## src/rtl/ewb_multi.sv

```systemverilog
// Eviction write buffer between L2 and physical memory: DEPTH-entry circular FIFO of
// dirty lines with in-place coalescing, read-hit forwarding and background draining.
module ewb_multi #(
   parameter int DEPTH    = 4,
   parameter int LINE_W   = 256,
   parameter int ADDR_W   = 32,
   parameter int OFFSET_W = 5
) (
   input  logic                         clk,
   input  logic                         reset,
   input  logic                         mem_read,
   input  logic                         mem_write,
   input  logic [ADDR_W-1:0]            mem_address,
   input  logic [LINE_W-1:0]            mem_wdata,
   output logic [LINE_W-1:0]            mem_rdata,
   output logic                         mem_resp,
   output logic                         pmem_read,
   output logic                         pmem_write,
   output logic [ADDR_W-1:0]            pmem_address,
   output logic [LINE_W-1:0]            pmem_wdata,
   input  logic [LINE_W-1:0]            pmem_rdata,
   input  logic                         pmem_resp,
   output logic [$clog2(DEPTH+1)-1:0]   ewb_count,
   output logic                         ewb_full,
   output logic                         ewb_empty
);
   localparam int PTR_W = $clog2(DEPTH);
   localparam int CNT_W = $clog2(DEPTH+1);
   localparam logic [ADDR_W-1:0] OFF_MASK = ADDR_W'((64'd1 << OFFSET_W) - 64'd1);

   typedef enum logic [2:0] {
      S_IDLE   = 3'd0,
      S_WR_ACK = 3'd1,
      S_RD_HIT = 3'd2,
      S_RD_MEM = 3'd3,
      S_DRAIN  = 3'd4
   } state_t;

   state_t              r_state;
   logic [DEPTH-1:0]    r_valid;
   logic [ADDR_W-1:0]   r_addr [DEPTH];
   logic [LINE_W-1:0]   r_data [DEPTH];
   logic [PTR_W-1:0]    r_head;
   logic [PTR_W-1:0]    r_tail;
   logic [CNT_W-1:0]    r_count;
   logic                r_full;
   logic                r_empty;
   logic [LINE_W-1:0]   r_rd_data;

   logic [ADDR_W-1:0]   w_line_addr;
   logic [DEPTH-1:0]    w_hit_vec;
   logic                w_hit;
   logic [PTR_W-1:0]    w_hit_idx;
   logic                w_req_rd;
   logic                w_req_wr;
   logic                w_wr_hit;
   logic                w_push;

   assign w_line_addr = mem_address & ~OFF_MASK;

   // Address match; coalescing keeps at most one valid entry per line, so OR-encoding the index is safe.
   always_comb begin
      w_hit_vec = {DEPTH{1'b0}};
      w_hit_idx = {PTR_W{1'b0}};
      for (int i = 0; i < DEPTH; i++) begin
         w_hit_vec[i] = r_valid[i] && (r_addr[i] == w_line_addr);
         w_hit_idx    = w_hit_idx | (w_hit_vec[i] ? PTR_W'(i) : {PTR_W{1'b0}});
      end
      w_hit = |w_hit_vec;
   end

   assign w_req_rd = (r_state == S_IDLE) && mem_read;
   assign w_req_wr = (r_state == S_IDLE) && !mem_read && mem_write;
   assign w_wr_hit = w_req_wr && w_hit;
   assign w_push   = w_req_wr && !w_hit && !r_full;

   // Control FSM, pointers, occupancy and valid bits.
   always_ff @(posedge clk or negedge reset) begin
      if (!reset) begin
         r_state <= S_IDLE;
         r_valid <= {DEPTH{1'b0}};
         r_head  <= {PTR_W{1'b0}};
         r_tail  <= {PTR_W{1'b0}};
         r_count <= {CNT_W{1'b0}};
         r_full  <= 1'b0;
         r_empty <= 1'b1;
      end else begin
         case (r_state)
            S_IDLE: begin
               if (mem_read) begin
                  r_state <= w_hit ? S_RD_HIT : S_RD_MEM;
               end else if (mem_write) begin
                  if (w_hit) begin
                     r_state <= S_WR_ACK;
                  end else if (!r_full) begin
                     r_valid[r_tail] <= 1'b1;
                     r_tail          <= r_tail + PTR_W'(1);
                     r_count         <= r_count + CNT_W'(1);
                     r_full          <= (r_count == CNT_W'(DEPTH - 1));
                     r_empty         <= 1'b0;
                     r_state         <= S_WR_ACK;
                  end else begin
                     r_state <= S_DRAIN;
                  end
               end else if (!r_empty) begin
                  r_state <= S_DRAIN;
               end else begin
                  r_state <= S_IDLE;
               end
            end
            S_WR_ACK: r_state <= S_IDLE;
            S_RD_HIT: r_state <= S_IDLE;
            S_RD_MEM: r_state <= pmem_resp ? S_IDLE : S_RD_MEM;
            S_DRAIN: begin
               if (pmem_resp) begin
                  r_valid[r_head] <= 1'b0;
                  r_head          <= r_head + PTR_W'(1);
                  r_count         <= r_count - CNT_W'(1);
                  r_full          <= 1'b0;
                  r_empty         <= (r_count == CNT_W'(1));
                  r_state         <= S_IDLE;
               end else begin
                  r_state <= S_DRAIN;
               end
            end
            default: r_state <= S_IDLE;
         endcase
      end
   end

   // Line storage and read-hit latch; contents are meaningless until the valid bit says otherwise.
   always_ff @(posedge clk) begin
      if (w_push) begin
         r_addr[r_tail] <= w_line_addr;
         r_data[r_tail] <= mem_wdata;
      end
      if (w_wr_hit) begin
         r_data[w_hit_idx] <= mem_wdata;
      end
      if (w_req_rd && w_hit) begin
         r_rd_data <= r_data[w_hit_idx];
      end
   end

   // Output decode; the miss path passes memory data and handshake straight through.
   always_comb begin
      mem_resp     = 1'b0;
      pmem_read    = 1'b0;
      pmem_write   = 1'b0;
      pmem_address = w_line_addr;
      mem_rdata    = pmem_rdata;
      pmem_wdata   = r_data[r_head];
      case (r_state)
         S_WR_ACK: mem_resp = 1'b1;
         S_RD_HIT: begin
            mem_resp  = 1'b1;
            mem_rdata = r_rd_data;
         end
         S_RD_MEM: begin
            pmem_read = 1'b1;
            mem_resp  = pmem_resp;
         end
         S_DRAIN: begin
            pmem_write   = 1'b1;
            pmem_address = r_addr[r_head];
         end
         default: mem_resp = 1'b0;
      endcase
   end

   assign ewb_count = r_count;
   assign ewb_full  = r_full;
   assign ewb_empty = r_empty;

endmodule

```

## config.mk

```make
export PLATFORM = sky130hd
export DESIGN_NAME = ewb_multi
export DESIGN_NICKNAME = d
export VERILOG_FILES = /design/src/rtl/ewb_multi.sv
export SDC_FILE = /design/constraint.sdc
export NUM_CORES = 2
export LEC_CHECK = 0
export ABC_AREA = 1
export CAP_MARGIN = 20
export CORE_UTILIZATION = 30
export DETAILED_ROUTE_END_ITERATION = 10
export SETUP_SLACK_MARGIN = 0.3
export SYNTH_ARGS = -nofsm -noshare
export SYNTH_HDL_FRONTEND = slang
export SYNTH_SLANG_ARGS = --single-unit
```

## constraint.sdc

```tcl
create_clock -name clk -period 32.5 [get_ports clk]
set_input_delay 3.25 -clock clk [delete_from_list [all_inputs] [get_ports clk]]
set_output_delay 3.25 -clock clk [all_outputs]
set_load 0.05 [all_outputs]
```

* Word level (Yosys, flattened, before mapping)
Memories as Yosys holds them, arrays and structs flattened. A register that Yosys moved wholly into a read port is not among the register bits.
Cells that the tools add are included.
** Storage, ports and cells
- Memory bits (writable) :: 1132
- Flip-flop bits (word level) :: 16
- ROM bits :: 0
- Bits in latches :: 0
- Output and inout port bits :: 552
- Word-level logic and storage cells :: 117
- Input bits :: 549
- Memories kept :: 2
** Memories
- r_data :: words 4, width 256, rd ports 2, clocked after Yosys merged registers in 1, write ports 1, RTL line 42 : logic [LINE_W-1:0] r_data [DEPTH];
- r_addr :: words 4, width 27, rd ports 5, clocked after Yosys merged registers in 0, write ports 1, RTL line 41 : logic [ADDR_W-1:0] r_addr [DEPTH];
** Cells by class
- Bitwise gates (word level) :: 8
- Div/mod/pow operators :: 0
- $add $sub $neg :: 4
- Equal/unequal tests :: 15
- $mul :: 0
- Reduce and logical (&&, ||, !) cells :: 25
- Shift-type cells :: 0
- Multiplexer cells :: 52
- $lt $le $gt $ge :: 4
** Operators by type and width (number)
- $mux 256 :: 2
- $reduce_or 256->1 :: 1
- $eq 32x32->1 :: 4
- $mux 3 :: 11
- $mux 32 :: 1
- $mux 1 :: 21
- $mux 4 :: 5
- $logic_and 1x1->1 :: 13
- $ne 2x2->1 const B :: 5
- $reduce_and 5->1 :: 2
- $eq 3x2->1 const B :: 3
- $pmux 3 s3 :: 1
- $mux 2 :: 4
- $pmux 4 s2 :: 1
- $eq 3x1->1 const B :: 2
- $lt 2x3->1 const B :: 2
- $pmux 1 s2 :: 3
- $pmux 3 s2 :: 1
- $reduce_and 6->1 :: 1
- $add 2x1->2 const B :: 2
- $and 4x4->4 :: 1
- $demux 1 s2 :: 2
- $ge 2x1->1 const B :: 2
- $not 4->4 :: 1
- other kinds (13) :: 17

* Depth between registers and ports, before layout
- Depth after elaboration :: 10
- Gate-level depth with buffers :: 16

* Worst setup path after synthesis
No wires, ideal clock.
- Kind :: input to register
- Start :: in mem_address[15]
- End :: mem r_data[2][0] (enable)
- Setup time :: 0.880 ns
- Data arrival time :: 15.138 ns
- Setup slack :: 16.482 ns
- Stages on the path :: 15
- Cells stage by stage :: buf_2 inv_1 nand2_1 nand2_1 o21ai_0 nor2_1 nand3_1 nor2_2 nor2_2 inv_2 buf_2 nand2_1 nand2_1 nand2_1 nor2_1
** Between the ends
- Word-level cells in the longest chain between the ends :: 9
- Elaborated cells on any way between the ends :: 25
- Those cells by class :: eq/ne (4); mux (9); bitwise (2); reduce/logical (10)
** Ends and longest elaborated chain
- from (decl) :: RTL line 13 : input logic [ADDR_W-1:0] mem_address,
- parallel branches: the longest is 9 deep, another holds $reduce_or 256->1
- to (decl) :: RTL line 42
Parallel ways; which one is timed is not known.

* Worst setup path in the final report
- Start :: reg r_head[0]
- End :: out pmem_wdata[108]
** Between the ends
- Word-level cells in the longest chain between the ends :: 1
** Ends and longest elaborated chain
- from (decl) :: RTL line 43 : logic [PTR_W-1:0] r_head;
- from (signal assigned) :: RTL line 82 : r_head <= {PTR_W{1'b0}};
- from (signal assigned) :: RTL line 117 : r_head <= r_head + PTR_W'(1);
- $mem_v2 4x256
- to (decl) :: RTL line 20 : output logic [LINE_W-1:0] pmem_wdata,
No other way between the ends.

==> results.json <==
{
  "syn_area_um2": 63900,
  "drc_errors": 0,
  "cts_tree": "yes",
  "crit_slowest_cell": "clkdlybuf4s50_1",
  "path_common_cell": "buf_4",
  "antenna_found_initial": 56,
  "yosys-top-cells-count": "edfxtp_1 (1388), nor2_1 (1140), nand2_1 (779)",
  "finalPower_mw": 7.18,
  "grt-ovfl-total": 0,
  "seqPwrFrac_pct": 30.2,
  "drv_cap": 0,
  "crit_chain": "buf_4 -> buf_4 -> buf_4 -> o21ai_0 -> o22ai_1 -> clkdlybuf4s50_1",
  "whs_ns": 0.495,
  "fin_crit_ns": 9.27,
  "root_buffer": "clkbuf_16",
  "post-cts-setup-buffers": 0,
  "netSwitchingPower_mw": 3.15,
  "crit_fanout": 80,
  "timing.fmax_mhz": 108,
  "cp-end-kind": "output pin",
  "timing.critical_path.from_type": "flip-flop",
  "synth.area.top_cells": "edfxtp_1 (65%), nor2_1 (6.7%), o22ai_1 (5.0%), nand2_1 (4.6%), o21ai_0 (4.6%)",
  "synthArstFlopShare_pct": 1.14,
  "path_buf_inv": 4,
  "totalWireLength_um": 236000,
  "grt_pass1_vias": 46900,
  "fin_area_um2": 82400,
  "drive_gt1_share_pct": 8.25,
  "regArea_um2": 42100,
  "cts_hold_repair.buffers": 0,
  "multiInputGateArea_um2": 18700,
  "ctsLongestPathBuffers": 3,
  "place_hpwl_um": 150000,
  "first_pass_iters": 6,
  "ys_types": 33,
  "finalSetupTns_ns": 0,
  "cp.arrival_ns": 6.02,
  "p_per_area_nw_per_um2": 87.1,
  "synth-seq-cells": 1404,
  "syn_inst": 5892,
  "status": "finished clean",
  "clock_sinks": 1404,
  "die_h_um": 463,
  "fillers": 20100,
  "clk_pin_slew_ns": 0.06,
  "cts_made_buffers": 156,
  "synth_enable_flop_cells": 1388,
  "clkPwrFrac_pct": 24.3,
  "cts_resized": 0,
  "final_util_pct": 38.9,
  "fp-row-count": 169,
  "required_ns": 29.25,
  "htree_levels": 4,
  "synth_ff_type": "edfxtp_1",
  "wl_per_cell_um": 24.2,
  "nNetsFinal": 7362,
  "crit_family": "buffers and inverters",
  "synthToLayoutAreaGrowth_pct": 29.0,
  "setup_ws_ns": 23.23,
  "clock_skew_ns": 0.0464,
  "finalWeightedCongestion": 0.894,
  "postPlaceCellArea_um2": 77300,
  "p_int_mw": 4.03,
  "rsz0062_at_grt": "no",
  "setup_viol": 0,
  "yosysSeqAreaShare_pct": 65.9,
  "io_pins": 1101,
  "relSlewSlack_pct": 14.3,
  "dp_cells": 9464,
  "die_area_um2": 215000,
  "max-vdd-ir-drop_mv": 0.0664,
  "slew_violations": 0,
  "period_share_pct": 28.5,
  "crit_type": "reg -> out",
  "pwr-share-comb_pct": 45.5,
  "syn_area_per_cell_um2": 10.8,
  "initial_core_util_pct": 30.2,
  "drt_iter0_drc": 4772,
  "track_usage_pct": 21.0,
  "switching_share_pct": 43.9,
  "synth_most_common_cell": "edfxtp_1",
  "numPortBuffers": 1090,
  "yosys.area.top_type": "edfxtp_1",
  "fp.dieW_um": 463,
  "clk_latency_ns": 0.83,
  "hold_path.class": "reg -> reg",
  "num_vias": 49800,
  "synth_top_area_share_pct": 65.2,
  "finalHoldViolCount": 0,
  "design.core.area_um2": 212000,
  "layoutNonFillerInstCount": 9775,
  "worst_path_largest_cell_delay_ns": 0.96,
  "worstMarginPinSlew_ns": 1.29,
  "post-place-ws_ns": 23.22,
  "via_per_inst": 5.09,
  "p_leak_nw": 29.5,
  "yosys_warnings": 0,
  "grt_max_degree": 185,
  "drtAntennaViolNets": 0,
  "grt_pass1_wl_um": 331000
}
-- cell usage in the layout (no fill, tap or decap), types with 10 or more instances in the layout --
master,count
mux2_2,256
buf_12,11
nor2_1,1131
clkdlybuf4s50_1,1089
nand2_1,779
buf_4,52
dfrtp_1,13
nor2_4,13
inv_1,366
clkinv_1,32
clkinv_2,16
a21oi_1,307
clkbuf_1,41
bufinv_16,10
diode_2,29
ha_1,12
o21ai_1,14
clkbuf_16,158
o21ai_0,583
o22ai_1,512
xnor2_1,20
edfxtp_1,1388
a31oi_1,27
inv_2,18
nand3_1,10
-- logic make-up (layout without fill, tap and decap cells) --
| logic type | Yosys count | after routing | synth area share, % |
|---|---|---|---|
| AOI/OAI and AO/OA | 1450 | 1450 | 12.4 |
| xor gates and xnor gates | 28 | 28 | 0.384 |
| adders and majority gates | 12 | 12 | 0.235 |
| buffers and inverters | 792 | 1821 | 4.98 |
| DFF | 1404 | 1404 | 65.9 |
| muxes | 256 | 256 | 4.51 |
| other | 1 | 34 | 0.00587 |
| and+or+nand+nor | 1949 | 1949 | 11.6 |
-- worst reg2reg max path, cell delays in order, from the launching register on --
cell	delay [ns]
edfxtp_1	0.36
inv_1	0.06
nand2_1	0.08
nand2_1	0.06
nor2_1	0.16
nand2_1	0.08
nor2_1	0.11
nand2_1	0.09
nor2_1	0.23
nor2_4	0.06
buf_4	0.41
inv_8	0.71
nand2_1	0.32
nand2_1	0.11
nand2_1	0.13
nor2_4	0.45
buf_4	0.81
buf_12	0.44
-- metal layers --
metal  vias to the layer above  global-route usage [%]  share of wire (%)
met3                       295                    6.93                 10
li1                      22600                       -                  -
met1                     24500                    26.3                 40
met5                         -                       0              0.078
met4                        30                    7.64                2.9
met2                      2319                    33.7                 47
-- cell type report --
class	instances	area share [%]
flip-flops and latches	1404	51.1
multi-input cells	3700	22.7
repair buffers	1152	14.0
clock buffers	202	5.04
well taps	2821	4.28
inverters	387	1.79
clock inverters	80	1.02
diodes	29	0.0881
-- registers in the layout, indices dropped and copies added (netlist names) --
name,cells
r_addr,108
r_rd_data,256
r_state,3
r_data,1024
ewb_count,3
ewb_full,1
r_valid,4
r_head,2
ewb_empty,1
r_tail,2
-- power groups by stage --
stage	Clock (mW)	Sequential [mW]	Combinational, mW
after CTS	1.78	2.17	3.29
after global routing	1.84	2.18	3.43
after global placement	0	2.20	3.26
after floorplan	0	2.22	2.02
final	1.74	2.17	3.27
after detailed placement	0	2.21	3.28
-- worst paths after layout --
check	startpoint	end	slack, ns	depth (start not counted)
min reg2reg	ewb_empty	ewb_empty	0.50	2
max	r_head[0]	pmem_wdata[108]	23.23	6
min	ewb_empty	ewb_empty	0.50	2
max in group asynchronous	reset	r_head[0]	29.02	1
max reg2reg	r_addr[2][3]	r_data[3][176]	26.90	17
min in group asynchronous	reset	r_valid[2]	2.90	1
Note: power is estimated with default switching activity, not from simulation.
